## src/rtl/chacha_round_sched.sv

```systemverilog
// ChaCha round scheduler: issues column/diagonal quarter-round indices, then
// sequences the 16-word feed-forward addition and pulses done/ctr_inc.
module chacha_round_sched #(
    parameter int ROUNDS = 20
) (
    input  logic       clk,
    input  logic       rst,
    input  logic       start,
    input  logic       abort,
    input  logic       qr_ready,
    input  logic       qr_done,
    output logic       qr_valid,
    output logic [3:0] qr_a,
    output logic [3:0] qr_b,
    output logic [3:0] qr_c,
    output logic [3:0] qr_d,
    output logic [4:0] round,
    output logic       add_en,
    output logic [3:0] add_idx,
    output logic       ready,
    output logic       done,
    output logic       ctr_inc
);

    typedef enum logic [2:0] {IDLE, ISSUE, WAIT, ADD, DONE} state_t;

    localparam logic [4:0] LAST_ROUND = 5'(ROUNDS - 1);

    state_t      state_reg;
    logic [1:0]  sel_reg;
    logic [4:0]  round_reg;
    logic [15:0] idx_reg;
    logic        qr_valid_reg;
    logic        add_en_reg;
    logic [3:0]  add_idx_reg;
    logic        ready_reg;
    logic        done_reg;
    logic        ctr_inc_reg;

    // Lane k always touches words 4k..4k+3; odd (diagonal) rounds rotate
    // the column offset of lane k by k.
    function automatic logic [15:0] qr_indices(input logic [4:0] r, input logic [1:0] s);
        logic [15:0] v;
        logic [1:0]  lane;
        logic [1:0]  off;
        v = '0;
        for (int k = 0; k < 4; k++) begin
            lane = 2'(k);
            off  = r[0] ? (s + lane) : s;
            v[4*k +: 4] = {lane, off};
        end
        return v;
    endfunction

    always_ff @(posedge clk or posedge rst) begin
        if (rst) begin
            state_reg    <= IDLE;
            sel_reg      <= '0;
            round_reg    <= '0;
            idx_reg      <= '0;
            qr_valid_reg <= 1'b0;
            add_en_reg   <= 1'b0;
            add_idx_reg  <= '0;
            ready_reg    <= 1'b1;
            done_reg     <= 1'b0;
            ctr_inc_reg  <= 1'b0;
        end else begin
            done_reg    <= 1'b0;
            ctr_inc_reg <= 1'b0;
            if (abort) begin
                state_reg    <= IDLE;
                sel_reg      <= '0;
                round_reg    <= '0;
                idx_reg      <= '0;
                qr_valid_reg <= 1'b0;
                add_en_reg   <= 1'b0;
                add_idx_reg  <= '0;
                ready_reg    <= 1'b1;
            end else begin
                case (state_reg)
                    IDLE: begin
                        if (start) begin
                            state_reg    <= ISSUE;
                            sel_reg      <= '0;
                            round_reg    <= '0;
                            idx_reg      <= qr_indices(5'd0, 2'd0);
                            qr_valid_reg <= 1'b1;
                            ready_reg    <= 1'b0;
                        end
                    end
                    ISSUE: begin
                        if (qr_ready) begin
                            state_reg    <= WAIT;
                            qr_valid_reg <= 1'b0;
                        end
                    end
                    WAIT: begin
                        if (qr_done) begin
                            if (sel_reg != 2'd3) begin
                                state_reg    <= ISSUE;
                                sel_reg      <= sel_reg + 2'd1;
                                idx_reg      <= qr_indices(round_reg, sel_reg + 2'd1);
                                qr_valid_reg <= 1'b1;
                            end else if (round_reg != LAST_ROUND) begin
                                state_reg    <= ISSUE;
                                sel_reg      <= '0;
                                round_reg    <= round_reg + 5'd1;
                                idx_reg      <= qr_indices(round_reg + 5'd1, 2'd0);
                                qr_valid_reg <= 1'b1;
                            end else begin
                                state_reg   <= ADD;
                                sel_reg     <= '0;
                                round_reg   <= '0;
                                idx_reg     <= '0;
                                add_en_reg  <= 1'b1;
                                add_idx_reg <= '0;
                            end
                        end
                    end
                    ADD: begin
                        if (add_idx_reg == 4'd15) begin
                            state_reg   <= DONE;
                            add_en_reg  <= 1'b0;
                            add_idx_reg <= '0;
                            done_reg    <= 1'b1;
                            ctr_inc_reg <= 1'b1;
                        end else begin
                            add_idx_reg <= add_idx_reg + 4'd1;
                        end
                    end
                    DONE: begin
                        state_reg <= IDLE;
                        ready_reg <= 1'b1;
                    end
                    default: begin
                        state_reg <= IDLE;
                        ready_reg <= 1'b1;
                    end
                endcase
            end
        end
    end

    assign qr_valid = qr_valid_reg;
    assign qr_a     = idx_reg[3:0];
    assign qr_b     = idx_reg[7:4];
    assign qr_c     = idx_reg[11:8];
    assign qr_d     = idx_reg[15:12];
    assign round    = round_reg;
    assign add_en   = add_en_reg;
    assign add_idx  = add_idx_reg;
    assign ready    = ready_reg;
    assign done     = done_reg;
    assign ctr_inc  = ctr_inc_reg;

endmodule

```

## config.mk

```make
export PLATFORM = sky130hd
export DESIGN_NAME = chacha_round_sched
export DESIGN_NICKNAME = d
export VERILOG_FILES = /design/src/rtl/chacha_round_sched.sv
export SDC_FILE = /design/constraint.sdc
export NUM_CORES = 1
export LEC_CHECK = 0
export BUFFER_PORTS_ARGS = -buffer_cell sky130_fd_sc_hd__buf_2
export CAP_MARGIN = 0
export CORE_ASPECT_RATIO = 2
export CORE_UTILIZATION = 45
export DETAILED_ROUTE_END_ITERATION = 16
export PLACE_DENSITY = 0.7
export SETUP_SLACK_MARGIN = 0.02
export SLEW_MARGIN = 20
export SYNTH_ARGS = -nofsm -noshare
export SYNTH_HDL_FRONTEND = slang
export SYNTH_SLANG_ARGS = --single-unit
```

## constraint.sdc

```tcl
create_clock -name clk -period 2.4 [get_ports clk]
set_input_delay 0.12 -clock clk [delete_from_list [all_inputs] [get_ports clk]]
set_output_delay 0.12 -clock clk [all_outputs]
set_load 0.005 [all_outputs]
```

== Word level (Yosys, flattened, before mapping) ==
Cells that the tools add are included.

* Add/subtract/negate cells: 6
* $mul: 0
* Divide/modulo/power cells: 0
* $lt $le $gt $ge: 0
* Equality and inequality tests: 14
* Shifts and indexed selects: 0
* Mux-type cells: 56
* Bitwise operators: 0
* Reductions and logical operators: 12

{| class="wikitable"
|+ Operators with widths
! operator !! number
|-
| two-way mux 16 bit || 5
|-
| one-hot mux 16 bit (2 select lines) || 1
|-
| two-way mux 5 bit || 5
|-
| two-way mux 2 bit || 11
|-
| two-way mux 4 bit || 5
|-
| != test 3 bit, second input constant || 6
|-
| two-way mux 1 bit || 17
|-
| two-way mux 3 bit || 5
|-
| one-hot mux 3 bit (4 select lines) || 1
|-
| AND reduction 4 bit || 3
|-
| one-hot mux 5 bit (2 select lines) || 1
|-
| AND reduction 5 bit || 2
|-
| one-hot mux 4 bit (2 select lines) || 1
|-
| equality test 3 x 2 -> 1 bit, second input constant || 2
|-
| nonzero test 3 bit || 2
|-
| adder 5 x 1 -> 5 bit, second input constant || 1
|-
| != test 5 bit, second input constant || 1
|-
| adder 2 x 1 -> 2 bit, second input constant || 2
|-
| adder 2 bit, second input constant || 2
|-
| adder 4 x 1 -> 4 bit, second input constant || 1
|-
| equality test 4 bit, second input constant || 1
|-
| != test 4 bit, second input constant || 1
|-
| one-hot mux 1 bit (2 select lines) || 2
|-
| one-hot mux 2 bit (2 select lines) || 1
|-
| other kinds (9) || 9
|}

* Flip-flop bits (word level): 34
* Bits in latches: 0
* RAM bits: 0
* Memory bits (read-only): 0
* Input bits: 6
* Output and inout bits: 30
* Logic and storage cells: 97
* Memories kept: 0

== Depth between registers and ports, before layout ==
* Word-level depth: 7
* Mapped depth: 6
* Depth with buffers taken out: 5

== Least setup slack after synthesis ==
No wires, ideal clock.

* Kind: register to register
* From: register round_reg[1], in the netlist round[1]
* To: register add_idx_reg[2], in the netlist add_idx[2]
* Library setup time: 0.131 ns
* Data arrival time: 1.670 ns
* Slack: 0.599 ns
* Stages on the path, launching flop included: 6
* Path buffers: 0
* Clock period less this slack: 1.801 ns
* Cell sequence: dfrtp_1 ha_1 nor4bb_1 a221oi_1 o21ai_0 o21ai_0

* Longest elaborated chain between the ends: 3

{| class="wikitable"
|+ RTL lines
! element !! RTL line !! source
|-
| start: declaration || 31 || <nowiki>logic [4:0] round_reg;</nowiki>
|-
| start signal: assignment || 107 || <nowiki>round_reg <= round_reg + 5'd1;</nowiki>
|-
| != test 5 bit || 104 || <nowiki>end else if (round_reg != LAST_ROUND) begin</nowiki>
|-
| != test 3 bit (no line) || n/a ||
|-
| AND reduction 4 bit (no line) || n/a ||
|-
| end signal: assignment || 128 || <nowiki>add_idx_reg <= add_idx_reg + 4'd1;</nowiki>
|-
| end: declaration || 35 || <nowiki>logic [3:0] add_idx_reg;</nowiki>
|}

Every way passes these cells.
A chain may end at the register's enable or synchronous reset.

== Final worst setup path ==
* From: register state_reg[0]
* To: register round_reg[2], in the netlist round[2]

* Longest elaborated chain between the ends: 3

{| class="wikitable"
|+ RTL lines
! element !! RTL line !! source
|-
| start: declaration || 29 || <nowiki>state_t state_reg;</nowiki>
|-
| start signal: assignment || 57 || <nowiki>state_reg <= IDLE;</nowiki>
|-
| start signal: assignment || 71 || <nowiki>state_reg <= IDLE;</nowiki>
|-
| start signal: assignment || 83 || <nowiki>state_reg <= ISSUE;</nowiki>
|-
| equality test 3 x 2 -> 1 bit or zero test 3 bit (tied branches) || 80 || <nowiki>case (state_reg)</nowiki>
|-
| != test 3 bit (no line), or another cell as far along || n/a ||
|-
| AND reduction 4 bit (no line) or two-way mux 5 bit (tied branches) || n/a ||
|}

Several ways; a longest one is shown, not always the timed one.

==> results_dict.tcl <==
set metrics [dict create \
    io_buffers 31 \
    htree_num_levels 1 \
    fin_total_pwr_uw 780.2 \
    netlist_instances 151 \
    critPathBufInv 0 \
    cp_top_family "simple AND/OR/NAND/NOR gates" \
    area_of_all_sequential_standard_cells_um2 576.8 \
    path_max_fanout 10 \
    clock-skew-final_ns 0.008043 \
    dp_worst_slack_ns 0.5178 \
    antenna_left 0 \
    design.final.nets 183 \
    rr_startpoint "state_reg[0]" \
    vias 1191 \
    outcome "finished clean" \
    setup_total_negative_slack_ns 0 \
    worstHoldPathType "primary input to async pin" \
    postCtsHoldBufs 0 \
    place_hpwl_um 2207 \
    layout.filler_cells 278 \
    timing.critical_path.required_ns 2.60 \
    grt_max_degree 24 \
    max_slew_margin 0.4321 \
    startpoint_type "flip-flop" \
    worstPathCellList "or4b_1 > or4_1 > o21ai_1" \
    power.density_mw_per_mm2 507.8 \
    antennaDiodeCount 0 \
    slowest_stage "or4b_1" \
    cts-buffers-inserted 3 \
    r2r_setup_slack_ns 0.48 \
    period_minus_slack_ns 1.918 \
    critPathArrivalTime_ns 2.12 \
    drv.max_cap_violation_count 0 \
    cts.sink_count 23 \
    cts_setup_buffers 0 \
    drt-initial-drc-count 33 \
    cpPeakStageDelay_ns 0.72 \
    power_report.internal_total_uw 574.7 \
    rows 28 \
    worstSetupStartpoint "state_reg[0]" \
    root_buffer "clkbuf_8" \
    timing.final.hold_violations 0 \
    p_seq_frac 0.544 \
    drive_gt1_frac 0.2543 \
    cts-root-to-sink-buffers 2 \
    synthArstFlopShare 1.000 \
    p_sw_frac 0.2634 \
    ys_types 47 \
    synth_register_bits 23 \
    grt.met3_usage 0.01934 \
    post-route-util 0.5221 \
    horizontal_extent_of_the_die_um 41.23 \
    critPathKind "flip-flop to flip-flop" \
    ios 36 \
    drc 0 \
    clk_latency_ns 0.27 \
    viasPerCell 5.867 \
    grt.overflow.total 0 \
    power.leakage_nw 0.7639 \
    globalRouteTotalUtil 0.1947 \
    die-area_mm2 0.003317 \
    clock_network_fraction_of_total_power 0.307 \
    critPathCaptureType "flip-flop" \
    floorplan.initialDensity 0.4707 \
    number_of_slew_limit_violations_in_the_final_report 0 \
    met1_global_route_usage 0.2018 \
    ys_seq_area_frac 0.4164 \
    die_y_um 80.46 \
    gpl.final_weighted_congestion 0.7969 \
    placement.cell_area_mm2 0.001491 \
    gr-usage-met2 0.3422 \
    slew_at_the_pin_with_the_worst_max_slew_slack_ns 0.8509 \
    post_layout_inst_area_mm2 0.001536 \
    top_reg_cell_synth "dfrtp_1" \
    synthesis.area_mm2 0.001385 \
    grt_antenna_before_repair 0 \
    core_area_mm2 0.002943 \
    largest_reg_flops 6 \
    cts_resized 0 \
    multi_input_area_um2 680.7 \
    area.growth.synth_to_final_pct 10.93 \
    worst_r2r_endpoint "round[2]" \
    wl_per_cell_um 14.37 \
    avgSynthCellArea_um2 9.173 \
    path_depth 3 \
    clk_pin_slew_worst_paths_ns 0.08 \
    ir_worst_vdd_mv 0.3483 \
    synth.yosys.warnings 0 \
    final.period_utilization 0.7991 \
    first_global_vias 1056 \
    rsz0062_at_grt "no" \
    edff_count_synth 0 \
    wirelength_um 2917 \
    grt_first_pass_wirelength_um 4512 \
    rr_worst_depth 3 \
    cts_tree "yes" \
    power.switching_uw 205.5 \
    setup_slack_of_the_critical_path_after_layout_ns 0.4822 \
    comb_power_share 0.149 \
    grt.busiest_layer "met2" \
    firstDrtPassIters 4 \
    final_setup_viols 0 \
    fmaxAchievable_mhz 521.4 \
]
[worst reg2reg max path: cells and delay by family (launching register included)]
family	cells	cell delay, ns
AO/OA/AOI/OAI	1	0.13
flip-flops	1	0.48
AND/OR/NAND/NOR	2	1.24
[how the worst max path moves through the flow]
stage | slack (ns) | to
finish | 0.48 | round[2]
global route | 0.36 | add_idx[2]
CTS | 0.50 | round[2]
detailed placement | 0.52 | round[2]
global placement | 0.49 | round[2]
floorplan | 0.60 | add_idx[2]
[cell usage after synthesis, types with 5 or more instances]
| master | count | share of area |
|---|---|---|
| a21oi_1 | 6 | 0.022 |
| buf_4 | 10 | 0.054 |
| nor2b_1 | 6 | 0.027 |
| dfrtp_1 | 22 | 0.40 |
| nor2_1 | 8 | 0.022 |
| clkbuf_1 | 5 | 0.014 |
| inv_1 | 5 | 0.014 |
| o21ai_0 | 13 | 0.047 |
| a22o_1 | 5 | 0.032 |
| nand3_1 | 6 | 0.022 |
| nand2_1 | 15 | 0.041 |
[logic make-up after synthesis]
| group | count (synthesis) | share of synthesized area |
|---|---|---|
| compound gates | 40 | 0.1942 |
| xor+xnor | 3 | 0.01897 |
| fa+ha+maj | 3 | 0.02710 |
| buf+inv | 24 | 0.1003 |
| flops | 23 | 0.4164 |
| mux | 3 | 0.02349 |
| other cells | 1 | 0.002707 |
| simple gates | 54 | 0.2168 |
[power by group through the flow]
stage / registers, mW / clock network (mW) / logic [mW]
floorplan: 0.424 / 0 / 0.101
global placement: 0.431 / 0 / 0.115
detailed placement: 0.432 / 0 / 0.118
CTS: 0.424 / 0.245 / 0.118
global route: 0.428 / 0.258 / 0.132
finish: 0.424 / 0.240 / 0.116
[placed cells by master, fill, tap and decap left out, drive strengths merged, types with 3 or more instances in the layout]
| cell type | netlist | routed |
|---|---|---|
| buf | 14 | 34 |
| ha | 3 | 3 |
| nor2 | 8 | 8 |
| xnor2 | 3 | 3 |
| nand3 | 6 | 6 |
| clkbuf | 5 | 4 |
| nor2b | 6 | 6 |
| o21ai | 14 | 14 |
| conb | 1 | 4 |
| inv | 5 | 5 |
| dfrtp | 22 | 22 |
| nand2 | 15 | 15 |
| a21oi | 7 | 7 |
| a22o | 5 | 5 |
[layer usage]
| metal | vias up | routed length, um |
|---|---|---|
| met3 | 7 | 78 |
| met2 | 36 | 1630 |
| met5 | - | 0 |
| met1 | 576 | 1133 |
| li1 | 572 | - |
| met4 | 0 | 75 |
[cell type report]
type | instances | area share
repair buffers | 34 | 0.1156
clock buffers | 4 | 0.02932
well taps | 30 | 0.02443
inverters | 5 | 0.01222
multi-input cells | 107 | 0.4430
flip-flops and latches | 23 | 0.3754
[metrics by stage]
| step | hold WS (ns) | std cells |
|---|---|---|
| detailed placement | 0.3479 | 199 |
| global route | 0.1176 | 203 |
| finish | 0.01854 | 203 |
| global placement | 0.3468 | 199 |
| floorplan | 0.1212 | 154 |
| CTS | 0.05621 | 203 |
Power figures use the tool's default switching activity.
